**src/rtl/range_om_pkg.sv**
```systemverilog
// Shared types and helpers for the committed-store range capture block.
package range_om_pkg;

  typedef logic [31:0] addr_t;

  typedef enum logic [1:0] {
    BYTE = 2'd0,
    HALF = 2'd1,
    WORD = 2'd2
  } st_size_e;

  typedef enum logic {
    IDLE = 1'b0,
    RUN  = 1'b1
  } state_e;

  function automatic addr_t step_of(input st_size_e s);
    case (s)
      BYTE:    step_of = 32'd1;
      HALF:    step_of = 32'd2;
      default: step_of = 32'd4;
    endcase
  endfunction

endpackage

```
**src/rtl/range_capture_om.sv**
```systemverilog
// Detects runs of contiguous same-size committed stores and emits {first,last} byte ranges.
// Optional descending-run (stack push) tracking: define RANGE_CAPTURE_DESCENDING_EN.
module range_capture_om
  import range_om_pkg::*;
#(
  parameter int TIMEOUT   = 64,
  parameter int MIN_BYTES = 24,
  parameter int CNT_W     = 16
) (
  input  logic             clk_i,
  input  logic             rst_ni,
  input  logic             flush_i,
  input  logic             st_valid_i,
  input  logic [31:0]      st_addr_i,
  input  logic [1:0]       st_size_i,
  output logic             en_write_o,
  output logic [31:0]      addr_first_o,
  output logic [31:0]      addr_last_o,
  output logic             run_active_o,
  output logic [CNT_W-1:0] runs_emitted_o
);

  localparam int IW = $clog2(TIMEOUT + 1);

  state_e        state;
  addr_t         first, last;
  st_size_e      size_q;
  logic [IW-1:0] idle_cnt;

  st_size_e    in_size;
  addr_t       in_step, step, span_last, span;
  logic        legal, asc_ok, cont, timeout_hit, close, emit;
  logic [32:0] up_sum;

`ifdef RANGE_CAPTURE_DESCENDING_EN
  logic        desc, multi, dsc_ok, going_down;
  logic [32:0] dn_sum;
`endif

  always_comb begin
    in_size   = st_size_e'(st_size_i);
    in_step   = step_of(in_size);
    legal     = st_valid_i && (st_size_i != 2'd3) && ((st_addr_i & (in_step - 32'd1)) == '0);
    step      = step_of(size_q);
    // Carry out of last+step means the next address wrapped: never a continuation.
    up_sum    = {1'b0, last} + {1'b0, step};
    asc_ok    = !up_sum[32] && (up_sum[31:0] == st_addr_i) && (in_size == size_q);
`ifdef RANGE_CAPTURE_DESCENDING_EN
    dn_sum     = {1'b0, first} - {1'b0, step};
    dsc_ok     = !dn_sum[32] && (dn_sum[31:0] == st_addr_i) && (in_size == size_q);
    // Second store of a run picks the direction; afterwards only that direction extends.
    cont       = multi ? (desc ? dsc_ok : asc_ok) : (asc_ok || dsc_ok);
    going_down = multi ? desc : dsc_ok;
`else
    cont      = asc_ok;
`endif
    span_last   = last + step - 32'd1;
    span        = span_last - first + 32'd1;
    timeout_hit = (idle_cnt == IW'(TIMEOUT - 1));
    close       = (state == RUN) && (legal ? !cont : timeout_hit);
    emit        = close && (span >= 32'(MIN_BYTES));
  end

  assign run_active_o = (state == RUN);

  always_ff @(posedge clk_i) begin
    if (!rst_ni) begin
      state          <= IDLE;
      first          <= '0;
      last           <= '0;
      size_q         <= BYTE;
      idle_cnt       <= '0;
      en_write_o     <= 1'b0;
      addr_first_o   <= '0;
      addr_last_o    <= '0;
      runs_emitted_o <= '0;
`ifdef RANGE_CAPTURE_DESCENDING_EN
      desc           <= 1'b0;
      multi          <= 1'b0;
`endif
    end else begin
      en_write_o <= 1'b0;
      if (flush_i) begin
        state    <= IDLE;
        idle_cnt <= '0;
      end else begin
        if (emit) begin
          en_write_o   <= 1'b1;
          addr_first_o <= first;
          addr_last_o  <= span_last;
          if (runs_emitted_o != '1) runs_emitted_o <= runs_emitted_o + CNT_W'(1);
        end
        if (legal) begin
          idle_cnt <= '0;
          if (state == RUN && cont) begin
`ifdef RANGE_CAPTURE_DESCENDING_EN
            if (!multi) desc <= dsc_ok;
            multi <= 1'b1;
            if (going_down) first <= st_addr_i;
            else            last  <= st_addr_i;
`else
            last <= st_addr_i;
`endif
          end else begin
            state  <= RUN;
            first  <= st_addr_i;
            last   <= st_addr_i;
            size_q <= in_size;
`ifdef RANGE_CAPTURE_DESCENDING_EN
            desc   <= 1'b0;
            multi  <= 1'b0;
`endif
          end
        end else if (state == RUN) begin
          if (timeout_hit) begin
            state    <= IDLE;
            idle_cnt <= '0;
          end else begin
            idle_cnt <= idle_cnt + IW'(1);
          end
        end
      end
    end
  end

endmodule

```
**config.mk**
```make
export PLATFORM = sky130hd
export DESIGN_NAME = range_capture_om
export DESIGN_NICKNAME = d
export VERILOG_FILES = /design/src/rtl/range_om_pkg.sv /design/src/rtl/range_capture_om.sv
export SDC_FILE = /design/constraint.sdc
export NUM_CORES = 1
export LEC_CHECK = 0
export ABC_AREA = 0
export CORE_UTILIZATION = 45
export DETAILED_ROUTE_END_ITERATION = 10
export DONT_BUFFER_PORTS = 1
export SLEW_MARGIN = 20
export SYNTH_ARGS = -nofsm -noshare
export SYNTH_HDL_FRONTEND = slang
export SYNTH_SLANG_ARGS = --single-unit
```
**constraint.sdc**
```tcl
create_clock -name clk_i -period 7.9 [get_ports clk_i]
set_input_delay 1.975 -clock clk_i [delete_from_list [all_inputs] [get_ports clk_i]]
set_output_delay 1.975 -clock clk_i [all_outputs]
set_load 0.005 [all_outputs]
```
# Word level (Yosys, flattened, before mapping)
# Cells that the tools add are included.
[op_classes] eq_ne=8 n_reduce_logical=18 addsub=8 magnitude_cmp=1 muxes=9 n_bitwise=4
[op_table] op="$sub A32 B1 Y32 const B" n=2
[op_table] op="$add A32 B32 Y33" n=1
[op_table] op="$add A32 B1 Y32 const B" n=1
[op_table] op="$add A32 B32 Y32" n=1
[op_table] op="$and A32 B32 Y32" n=1
[op_table] op="$eq A32 B32 Y1" n=1
[op_table] op="$ge A32 B5 Y1 const B" n=1
[op_table] op="$logic_not A32 Y1" n=1
[op_table] op="$sub A32 B32 Y32" n=1
[op_table] op="$add A16 B1 Y16 const B" n=1
[op_table] op="$ne A16 B16 Y1 const B" n=1
[op_table] op="$pmux W3 S2" n=2
[op_table] op="$add A7 B1 Y7 const B" n=1
[op_table] op="$eq A7 B6 Y1 const B" n=1
[op_table] op="$logic_and A1 B1 Y1" n=7
[op_table] op="$mux W7" n=1
[op_table] op="$mux W1" n=6
[op_table] op="$reduce_and A3 Y1" n=2
[op_table] op="$eq A2 B1 Y1 const B" n=2
[op_table] op="$logic_not A2 Y1" n=2
[op_table] op="$ne A2 B2 Y1 const B" n=2
[op_table] op="$reduce_and A2 Y1" n=2
[op_table] op="$not A1 Y1" n=3
[op_table] op="$reduce_or A3 Y1" n=1
[op_table] op="other kinds (3)" n=4
[word_totals] input_bits=38 register_bits=155 out_inout_bits=82

# Longest topological paths before layout
[depth] depth_word=11 mapped_depth=31

# Worst setup path before layout
# OpenSTA, ideal clock, no wires.
[synth_path] kind="register to register" startpoint="reg size_q[1]" endpoint="reg addr_first_o[18]" path_buffers=4 setup_ps=87 t_required_ps=7813 arrival_time_ps=6609 synth_period_minus_slack_ps=6696 stages_incl_launch_ff=31 slack_ps=1204 cell_sequence="dfxtp_1 -> inv_1 -> nand2_1 -> ha_1 -> inv_1 -> ha_1 -> fa_1 -> a21oi_1 -> o22ai_1 -> o31ai_1 -> nand4_1 -> nand3b_1 -> o21a_1 -> o21ai_0 -> xor2_1 -> ha_1 -> ha_1 -> buf_2 -> nand3_1 -> a2111oi_0 -> nor4_1 -> a2111oi_0 -> nand4_1 -> or4_1 -> or4_4 -> o31ai_4 -> buf_6 -> buf_8 -> buf_8 -> nand3_1 -> o31ai_1"
[synth_rtl] element="start: declaration" line="range_capture_om.sv:27" text="st_size_e size_q;"
[synth_rtl] element="start signal: assignment" line="range_capture_om.sv:108" text="size_q <= in_size;"
[synth_rtl] element="$eq A2 B1 Y1 or $logic_not A2 Y1 (tied branches)" line="range_om_pkg.sv:18" text="case (s)"
[synth_rtl] element="$pmux W3 S2 (*)" line="range_om_pkg.sv:18"
[synth_rtl] element="$add A32 B32 Y32 (*)" line="range_capture_om.sv:57" text="span_last = last + step - 32'd1;"
[synth_rtl] element="$sub A32 B1 Y32 (*)" line="range_capture_om.sv:57"
[synth_rtl] element="named net span_last[27]" line="range_capture_om.sv:31" text="addr_t in_step, step, span_last, span;"
[synth_rtl] element="$sub A32 B32 Y32 (*)" line="range_capture_om.sv:58" text="span = span_last - first + 32'd1;"
[synth_rtl] element="$add A32 B1 Y32 (*)" line="range_capture_om.sv:58"
[synth_rtl] element="$ge A32 B5 Y1 (*)" line="range_capture_om.sv:61" text="emit = close && (span >= 32'(MIN_BYTES));"
[synth_rtl] element="$logic_and A1 B1 Y1 (*)" line="range_capture_om.sv:61"
[synth_rtl] element="$reduce_and A2 Y1 (no line) (*)"
[synth_rtl] element="end signal: assignment" line="range_capture_om.sv:89" text="addr_first_o <= first;"
[synth_rtl] element="end: declaration" line="range_capture_om.sv:17" text="output logic [31:0] addr_first_o,"
# The timed path passes the listed nets; every way through them passes the cells marked *.
# A chain may end at the register's enable or synchronous reset.

# Worst setup path after layout
[layout_path] startpoint="reg size_q[1]" endpoint="reg addr_first_o[19]"
# Same word-level chain as after synthesis.

==> impl_metrics.csv <==
group,metric,value,unit
power,p_leak,4.68,nW
synthesis,synth_top_area_share,27.4,%
synthesis,synth_mux_area_share,1.51,%
hold_path,hold_class,"register to register",
flow_run,drv_cap,0,
detailed_routing,vias,10000,
floorplan,die_h,161,um
place,dp_hpwl,24100,um
synthesis,synth_area_leaders,"dfxtp_1 27%, ha_1 14%, nand2_1 5.9%, a21oi_1 5.7%, xnor2_1 5.0%",
cells_and_area,syn_to_final_growth,7.30,%
clocking,cts_tree,"built",
timing,finalHoldViolations,0,
synthesis,synth_commonest_cells,"177 x nand2_1, 155 x dfxtp_1, 129 x nor2_1",
place,io_buffers,0,
clocking,cts_hold_buf,0,
timing,relSlewSlack,39.8,%
worst_setup_path,worstPathRequired,8.24,ns
clocking,insertion_delay,0.44,ns
worst_setup_path,crit_path_start_kind,"register",
power,irDropWorstVdd,0.161,mV
floorplan,die_w,161,um
timing,fin_crit_sh,93.5,%
power,power_density,292,mW/mm2
clocking,clockBufferDepth,2,
synthesis,syn_inst,1478,
floorplan,io_pins,120,
detailed_routing,firstDrtPassIters,5,
place,place_area,0.0115,mm2
synthesis,ys_ff_latch,155,
detailed_routing,drc,0,
floorplan,std_cell_rows,57,
detailed_routing,routed_via_density,5.64,
detailed_routing,drt_iter0_drc,713,
detailed_routing,wire_per_inst,18.0,um
synthesis,synth_warnings,0,
synthesis,synth_compound_area_share,19.6,%
worst_setup_path,worstSetupEndpointType,"register",
timing,finClkSkew,0.0133,ns
cells_and_area,num-nets-final,1609,
clocking,cts-htree-levels,4,
worst_setup_path,slowest_delay,0.54,ns
synthesis,syn_area,0.0113,mm2
synthesis,synth_top_family_by_area,"simple AND/OR/NAND/NOR gates",
synthesis,syn_nets,1647,
worst_setup_path,crit_fanout,50,
synthesis,synth_fa_ha_area_share,14.7,%
clocking,cts.sinks,155,
floorplan,core_region_area,0.0245,mm2
synthesis,synth_xor_area_share,7.34,%
timing,worst_pin_slew,0.903,ns
detailed_routing,routed_wl,32100,um
cells_and_area,diodes,0,
global_routing,gr-total-overflow,0,
global_routing,grt_max_degree,111,
clocking,cts_inserted_buffers,17,
synthesis,synth_area_per_cell,7.67,um2
timing,fin_ws,0.515,ns
clocking,cts_root_buffer,"clkbuf_16",
place,gp_congestion,0.914,
global_routing,grt_pass1_wl,50300,um
cells_and_area,final_area,0.0122,mm2
global_routing,grt_pass1_vias,9438,
cells_and_area,fillers,2504,
timing,setup_viol,0,
worst_setup_path,critPathArrivalTime,7.73,ns
synthesis,yosysUniqueCellTypes,72,
synthesis,yosys.area_share.simple,22.9,%
synthesis,yosysSeqAreaShare,27.4,%
floorplan,die_area,0.0258,mm2
timing,max_freq,135,MHz
run_status,outcome,"finished, final reports clean",
synthesis,yosysMostFrequentCell,"nand2_1",
worst_setup_path,crit_type,"register to register",
timing,final-max-slew-violation-count,0,
cells_and_area,drive_above_1_share,4.27,%
global_routing,grt_antenna_before_repair,0,
synthesis,synth_flop_cell,"dfxtp_1",
global_routing,track_usage,24.7,%
synthesis,synth_edf_count,0,
worst_setup_path,crit_slowest_cell,"or4_1",
timing,tns,0,ns
synthesis,ys_async_sr_fraction,0,%
place,pre_cts_slack,0.416,ns
timing,rsz0062_at_grt,"false",
timing,period_needed,7.38,ns
worst_setup_path,cpMostUsedCell,"ha_1",
detailed_routing,ant_nets,0,
cells_and_area,fin_util,49.6,%
synthesis,yosys.area.top_type,"dfxtp_1",
clocking,clk_pin_slew,0.07,ns
floorplan,start_util,46.2,%
[critical path, delay by kind of cell (launching register included)]
kind,cells,cell delay (ns)
AOI/OAI and AO/OA,7,1.89
xor gates and xnor gates,1,0.20
buffers and inverters,5,0.86
DFF,1,0.35
and+or+nand+nor,10,2.27
adders and majority gates,5,1.69
[metal layers]
layer | GRT usage [%] | part of all wire, %
met1 | 31.7 | 46
met2 | 40.2 | 46
met3 | 5.86 | 5.7
met4 | 8.61 | 2.7
met5 | 0 | 0
[path summary, 6_finish.rpt]
check	start	end	slack, ns	cells past startpoint
setup / recovery	size_q[1]	addr_first_o[19]	0.52	28
hold reg to reg	idle_cnt[6]	idle_cnt[6]	0.45	2
hold / removal	idle_cnt[6]	idle_cnt[6]	0.45	2
setup reg to reg	size_q[1]	addr_first_o[19]	0.52	28
[repair_timing]
item / in CTS / in global routing
setup endpoints to repair: 0 / 37
gates resized for setup: 0 / 4
buffers inserted: 0 / 0
[through the flow]
| stage | power, mW | hold WS [ns] | cells |
|---|---|---|---|
| floorplan | 2.26 | 0.419 | 1478 |
| global placement | 2.69 | 0.429 | 1743 |
| detailed placement | 2.68 | 0.437 | 1743 |
| CTS | 3.55 | 0.448 | 1775 |
| global route | 3.82 | 0.474 | 1777 |
| finish | 3.55 | 0.446 | 1777 |
[sequential cells by signal (all words and copies together) (netlist names)]
register	cells
addr_first_o	32
addr_last_o	32
first	32
last	32
runs_emitted_o	16
idle_cnt	7
size_q	2
en_write_o	1
run_active_o	1
[logic make-up after synthesis]
group,count (synthesis)
fa+ha+maj,131
simple gates,551
compound gates,352
mux,17
flops,155
xor+xnor,95
buf+inv,177
[power breakdown]
| part | internal (mW) | leakage [nW] | switching (mW) |
|---|---|---|---|
| Clock | 0.478 | 0.291 | 0.376 |
| Combinational | 0.734 | 3.14 | 1.16 |
| Sequential | 0.793 | 1.25 | 0.0129 |
| Total | 2.01 | 4.68 | 1.54 |
[cells in the final DEF (no fill, tap or decap), types with 8 or more instances in the layout]
cell	n
buf_4	9
and3_1	14
o31ai_1	44
nand3_1	97
nor2_1	128
xor2_1	30
a21oi_1	128
o21ai_0	67
a21o_1	9
a211oi_1	11
or4_1	9
nor3_1	20
o211ai_1	20
o21a_1	9
or3_1	8
clkbuf_16	18
inv_1	105
nor2b_1	10
nand2_1	177
nand2b_1	20
nand4_1	24
dfxtp_1	155
mux2i_1	16
nor4_1	12
a31oi_1	8
xnor2_1	65
ha_1	127
[final cells by class]
cell class / instances / area (um2) / share of cell area, %
Sequential cell: 155 / 3100 / 25.5
Timing Repair Buffer: 14 / 146 / 1.20
Multi-Input combinational cell: 1146 / 7500 / 61.7
Tap cell: 324 / 405 / 3.33
Clock buffer: 17 / 425 / 3.50
Inverter: 106 / 399 / 3.28
Clock inverter: 15 / 175 / 1.44
No activity file was read; power rests on OpenSTA's default activity.
